[src/rtl/vga_sync_gen.sv]
// VGA timing generator: horizontal/vertical counters with registered sync,
// active-area, address and end-of-frame outputs.
module vga_sync_gen #(
  parameter int unsigned H_SYNC   = 128,
  parameter int unsigned H_BACK   = 88,
  parameter int unsigned H_ACTIVE = 800,
  parameter int unsigned H_FRONT  = 40,
  parameter int unsigned V_SYNC   = 4,
  parameter int unsigned V_BACK   = 23,
  parameter int unsigned V_ACTIVE = 600,
  parameter int unsigned V_FRONT  = 1,
  parameter bit          HS_POL   = 1'b1,
  parameter bit          VS_POL   = 1'b1
) (
  input  logic        vga_clk,
  input  logic        rst_n,
  input  logic        sync_en,
  output logic        HSYNC_Sig,
  output logic        VSYNC_Sig,
  output logic        Ready_Sig,
  output logic [11:0] Column_Addr_Sig,
  output logic [11:0] Row_Addr_Sig,
  output logic        Frame_Sig
);

  // Counter/address width; both totals are expected to fit in 4096.
  localparam int unsigned CW      = 12;
  localparam int unsigned H_TOTAL = H_SYNC + H_BACK + H_ACTIVE + H_FRONT;
  localparam int unsigned V_TOTAL = V_SYNC + V_BACK + V_ACTIVE + V_FRONT;
  localparam int unsigned H_ACT_S = H_SYNC + H_BACK;
  localparam int unsigned H_ACT_E = H_ACT_S + H_ACTIVE - 1;
  localparam int unsigned V_ACT_S = V_SYNC + V_BACK;
  localparam int unsigned V_ACT_E = V_ACT_S + V_ACTIVE - 1;

  logic [CW-1:0] h_cnt, v_cnt;
  logic [CW-1:0] h_nxt, v_nxt;
  logic          h_end, v_end;
  logic          h_act, v_act, act;
  logic          hs_nxt, vs_nxt, frame_nxt;
  logic [CW-1:0] col_nxt, row_nxt;

  // Decode the current counter state into next counters and next outputs.
  always_comb begin
    h_end     = (h_cnt == CW'(H_TOTAL - 1));
    v_end     = (v_cnt == CW'(V_TOTAL - 1));
    h_nxt     = h_cnt + CW'(1);
    v_nxt     = v_cnt;
    if (h_end) begin
      h_nxt = '0;
      v_nxt = v_end ? '0 : v_cnt + CW'(1);
    end
    h_act     = (h_cnt >= CW'(H_ACT_S)) && (h_cnt <= CW'(H_ACT_E));
    v_act     = (v_cnt >= CW'(V_ACT_S)) && (v_cnt <= CW'(V_ACT_E));
    act       = h_act && v_act;
    hs_nxt    = (h_cnt < CW'(H_SYNC)) ? HS_POL : ~HS_POL;
    vs_nxt    = (v_cnt < CW'(V_SYNC)) ? VS_POL : ~VS_POL;
    col_nxt   = act ? h_cnt - CW'(H_ACT_S) : '0;
    row_nxt   = act ? v_cnt - CW'(V_ACT_S) : '0;
    frame_nxt = h_end && v_end;
  end

  // Counter and output registers; sync_en low parks everything at reset values.
  always_ff @(posedge vga_clk or negedge rst_n) begin
    if (!rst_n) begin
      h_cnt           <= '0;
      v_cnt           <= '0;
      HSYNC_Sig       <= ~HS_POL;
      VSYNC_Sig       <= ~VS_POL;
      Ready_Sig       <= 1'b0;
      Column_Addr_Sig <= '0;
      Row_Addr_Sig    <= '0;
      Frame_Sig       <= 1'b0;
    end else if (!sync_en) begin
      h_cnt           <= '0;
      v_cnt           <= '0;
      HSYNC_Sig       <= ~HS_POL;
      VSYNC_Sig       <= ~VS_POL;
      Ready_Sig       <= 1'b0;
      Column_Addr_Sig <= '0;
      Row_Addr_Sig    <= '0;
      Frame_Sig       <= 1'b0;
    end else begin
      h_cnt           <= h_nxt;
      v_cnt           <= v_nxt;
      HSYNC_Sig       <= hs_nxt;
      VSYNC_Sig       <= vs_nxt;
      Ready_Sig       <= act;
      Column_Addr_Sig <= col_nxt;
      Row_Addr_Sig    <= row_nxt;
      Frame_Sig       <= frame_nxt;
    end
  end

endmodule

[config.mk]
export PLATFORM = sky130hd
export DESIGN_NAME = vga_sync_gen
export DESIGN_NICKNAME = d
export VERILOG_FILES = /design/src/rtl/vga_sync_gen.sv
export SDC_FILE = /design/constraint.sdc
export NUM_CORES = 1
export LEC_CHECK = 0
export CAP_MARGIN = 5
export CORE_MARGIN = 8
export CORE_UTILIZATION = 55
export DETAILED_ROUTE_END_ITERATION = 10
export PLACE_DENSITY_LB_ADDON = 0.15
export RECOVER_POWER = 100
export SLEW_MARGIN = 25
export SYNTH_ARGS = -nofsm -noshare
export SYNTH_HDL_FRONTEND = slang
export SYNTH_SLANG_ARGS = --single-unit
export TNS_END_PERCENT = 30
[constraint.sdc]
create_clock -name vga_clk -period 2.8 [get_ports vga_clk]
set_input_delay 0.56 -clock vga_clk [delete_from_list [all_inputs] [get_ports vga_clk]]
set_output_delay 0.56 -clock vga_clk [all_outputs]
set_load 0.005 [all_outputs]
# [After elaboration in Yosys (flattened, before gate mapping)]
# Index checks and enable logic that the tools add are counted.
[totals] inputBits=3 wordCells=40 register_bits=52 out_inout_bits=28
[op_classes] reduce_logical=4 mux=15 magnitude_cmp=6 n_eq_ne=3 addsub=4
[op_table] cell="12-bit two-way mux" count=9
[op_table] cell="12-bit by 1-bit adder with 12-bit output, second input constant" count=2
[op_table] cell="12-bit by 10-bit <= comparator with 1-bit output, second input constant" count=2
[op_table] cell="12-bit by 10-bit == test with 1-bit output, second input constant" count=1
[op_table] cell="12-bit by 11-bit == test with 1-bit output, second input constant" count=1
[op_table] cell="12-bit by 5-bit greater-or-equal comparator with 1-bit output, second input constant" count=1
[op_table] cell="12-bit by 8-bit greater-or-equal comparator with 1-bit output, second input constant" count=1
[op_table] cell="12-bit by 3-bit < comparator with 1-bit output, second input constant" count=1
[op_table] cell="12-bit by 8-bit < comparator with 1-bit output, second input constant" count=1
[op_table] cell="12-bit by 5-bit subtractor with 12-bit output, second input constant" count=1
[op_table] cell="12-bit by 8-bit subtractor with 12-bit output, second input constant" count=1
[op_table] cell="1-bit two-way mux" count=6
[op_table] cell="1-bit logical AND" count=4
[op_table] cell="2-bit by 1-bit inequality test with 1-bit output, second input constant" count=1

# [Longest topological paths before layout]
[logic_depth] ltp_word=5 depth_mapped=8 ltp_nobuf=7

# [Least setup slack after synthesis]
# No wires, ideal clock.
[synth_timing] kind="register to register" from="register h_cnt[7]" to="register v_cnt[11]" t_required_ps=2722 path_stages_with_launch=7 setup_slack_ps=600 setup_time_ps=78 t_arrival_ps=2123 n_path_buf=1 period_less_slack_ps=2200 cell_sequence="dfrtp_1 > buf_6 > or4_4 > nor4_4 > nand2b_4 > or4_1 > a21boi_1"
[synth_via] elab_chain_cells=2
[synth_rtl] element="start: declaration" line="35" text="logic [CW-1:0] h_cnt, v_cnt;"
[synth_rtl] element="start signal: assignment" line="83" text="h_cnt <= h_nxt;"
[synth_rtl] element="12-bit by 11-bit == test with 1-bit output" line="44" text="h_end = (h_cnt == CW'(H_TOTAL - 1));"
[synth_rtl] element="2-bit by 1-bit inequality test with 1-bit output (no line)"
[synth_rtl] element="end signal: assignment" line="84" text="v_cnt <= v_nxt;"
[synth_rtl] element="end: declaration" line="35"
# Every way passes these cells.
# A chain may end at the register's enable or synchronous reset.

# [Worst setup path in the final report]
[layout_timing] from="register h_cnt[9]" to="register v_cnt[5]"
# Same word-level chain as after synthesis.

==> results.cfg <==
[clock_network]
cts-buffers-inserted = 5
clock_latency_ns = 0.30
cts_setup_buffers = 0
path_clk_slew_ns = 0.09
cts_tree = built
clockRootBuffer = clkbuf_8
htreeDepth = 2
cts.sinks = 52
cts_hold_buffers = 0
cts-resized-gates = 0
cts_buffer_depth = 2

[floorplanning]
initial_utilization = 0.579
die_height_um = 84.1
rows = 24
die_w_um = 84.1
die_area_mm2 = 0.00708
io_pins = 31
core_mm2 = 0.00441

[critical_path]
crit_family = simple AND/OR/NAND/NOR gates
crit_path_end_kind = register
worst-r2r-setup-slack_ns = 0.28
crit_chain = or4_1 -> nor4_4 -> nand2b_1 -> or4_1 -> a21boi_0
cp.depth = 5
crit_buf_inv = 0
path_class = reg -> reg
r2r.worst_path.cells = 5
timing.rr.end = v_cnt[5]
crit_arrival_ns = 2.75
slowest_delay_ns = 0.62
start_kind = register
crit_top_cell = or4_1
slowest_stage = or4_1
startpoint = h_cnt[9]
crit_path_end = v_cnt[5]
worst-path-max-fanout = 8
crit_required_ns = 3.02
r2r-start = h_cnt[9]

[placed_design]
pre_cts_slack_ns = 0.468
place_area_mm2 = 0.00288
routabilityCongestion = 0.863
numPortBuffers = 30
dpl.hpwl_um = 3580

[cells_and_area]
antenna-diode-count = 0
drive_gt1_frac = 0.0548
syn_to_final_growth_pct = 14.8
fin_util = 0.664
fin_nets = 298
fillCellCount = 384
stdcell_area_mm2 = 0.00293

[sta]
fin_worst_skew_ns = 0.00802
setup_ws_ns = 0.277
slew_headroom = 0.171
report.final.setup_viol = 0
grt_setup_unrepaired = false
final.setup.tns_ns = 0
slew_violations = 0
tightestPinTransition_ns = 1.24
max_freq_mhz = 396
fin_crit_ns = 2.52
finalHoldViolCount = 0
timing.final.crit_share = 0.901

[power]
internal_power_mw = 0.970
power_mw = 1.23
power.net_switching_mw = 0.262
p_sw_frac = 0.212
pwr-share-seq = 0.619
power.leakage_nw = 1.38
powerDensity_mw_per_mm2 = 420
comb_power_share = 0.030
peakVddDrop_mv = 0.240
clkPwrFrac = 0.351

[flow_run]
maxCapViolations = 0

[global_routing]
grt_max_degree = 53
grt_pass1_wl_um = 8760
grt_usage = 0.146
grt_antenna_before_repair = 0
grt-ovfl-total = 0
first_global_vias = 1803

[synthesis]
syn_nets = 275
synth_seq_cells = 52
ys_async_sr_fraction = 1.00
yosysWarnings = 0
synth_ff_type = dfrtp_1
syn_inst = 268
syn_avg_cell_area_um2 = 9.53
ys_seq_area_frac = 0.510
ys_types = 43
synth_edf_count = 0
synth_area_mm2 = 0.00255
synth.top_cell.area_share = 0.510
yosys-top-cells-area = dfrtp_1 51%, nor2_1 7.3%, xor2_1 6.2%, xnor2_1 2.7%, nand2_1 2.2%
netlist.top_cell.by_area = dfrtp_1

[worst_hold_path]
hold_path_class = reg -> reg
hold_depth = 1

[route]
wl_per_cell_um = 14.6
wirelength_um = 5020
drtIter0Drc = 171
vias = 1920
drt.antenna.violating_nets = 0
drc = 0
viasPerCell = 5.58
dr.pass1.iters = 4

[outcome]
outcome = finished clean
-- placed cells by master (no fill, tap or decap), drive strengths merged, types with 4 or more instances in the layout --
| cell type | count |
|---|---|
| a21boi | 6 |
| a21oi | 6 |
| and2 | 4 |
| clkbuf | 11 |
| dfrtp | 52 |
| dlygate4sd3 | 28 |
| ha | 4 |
| inv | 10 |
| nand2 | 15 |
| nand3 | 11 |
| nand4 | 6 |
| nor2 | 50 |
| nor2b | 5 |
| nor3 | 6 |
| nor4 | 4 |
| o21ai | 11 |
| or4 | 7 |
| xnor2 | 8 |
| xor2 | 18 |
-- area by class of cell --
class,count,area [um2],share of cell area
inverters,10,37.5,0.0128
multi-input cells,187,1120,0.381
clock buffers,8,90.1,0.0307
well taps,52,65.1,0.0222
flip-flops and latches,52,1300,0.444
repair buffers,35,323,0.110
-- Yosys cell counts, types with 2 or more instances --
| library cell | n |
|---|---|
| nor4_1 | 3 |
| nor2b_1 | 5 |
| ha_1 | 4 |
| or3_1 | 2 |
| nor3b_1 | 2 |
| and2_1 | 4 |
| buf_2 | 4 |
| nand4_1 | 6 |
| o21ai_0 | 11 |
| nor2_1 | 50 |
| mux2i_1 | 2 |
| or2_2 | 2 |
| a21oi_1 | 6 |
| clkbuf_1 | 13 |
| nand2_1 | 15 |
| xor2_1 | 18 |
| a21boi_1 | 4 |
| o211ai_1 | 2 |
| nor3_1 | 6 |
| inv_1 | 10 |
| dfrtp_1 | 52 |
| xnor2_1 | 8 |
| nand3_1 | 11 |
| o21a_1 | 2 |
| or4_1 | 6 |
| nand2b_1 | 2 |
| a21boi_0 | 2 |
-- cell families after synthesis --
family	Yosys count	share of synthesized area
AND/OR/NAND/NOR	122	0.244
adder cells (fa/ha/maj)	4	0.0196
XOR/XNOR	26	0.0892
other	1	0.00147
buffers and inverters	29	0.0490
multiplexers	2	0.00784
AO/OA/AOI/OAI	32	0.0794
flip-flops	52	0.510
-- state kept, by name, summed over array words and instances (netlist names) --
name / count
v_cnt: 12
h_cnt: 12
VSYNC_Sig: 1
Row_Addr_Sig: 12
Column_Addr_Sig: 12
Ready_Sig: 1
HSYNC_Sig: 1
Frame_Sig: 1
-- stage by stage --
stage / hold WS [ns] / instances
after floorplan: 0.264 / 268
after global placement: 0.551 / 336
after detailed placement: 0.551 / 336
after CTS: 0.237 / 344
after global routing: 0.619 / 344
final: 0.571 / 344
-- worst reg2reg max path: stages (launching register included) --
cell	delay, ns
dfrtp_1	0.49
or4_1	0.62
nor4_4	0.39
nand2b_1	0.25
or4_1	0.52
a21boi_0	0.18
-- layer usage --
metal  track usage  up-vias  share of wire  wire length (um)
li1              -      936              -                 -
met1         0.196      922           0.46              2330
met2         0.217       56           0.45              2270
met3        0.0493        6          0.070               352
met4        0.0455        0          0.012                61
met5             0        -              0                 0
-- power by group through the flow --
stage	Clock (mW)	Sequential (mW)	Combinational, mW
floorplan	0	0.775	0.0148
global placement	0	0.777	0.0423
detailed placement	0	0.778	0.0427
CTS	0.447	0.763	0.0428
global route	0.473	0.764	0.0431
finish	0.432	0.763	0.0368
-- worst min-delay path by stage --
stage                               to     start  slack (ns)
global placement              h_cnt[0]  h_cnt[0]        0.55
CTS                           v_cnt[8]     rst_n        0.24
finish                        h_cnt[0]  h_cnt[0]        0.57
global route                  h_cnt[0]  h_cnt[0]        0.62
detailed placement            h_cnt[0]  h_cnt[0]        0.55
floorplan           Column_Addr_Sig[0]     rst_n        0.26
Power figures use the tool's default switching activity.
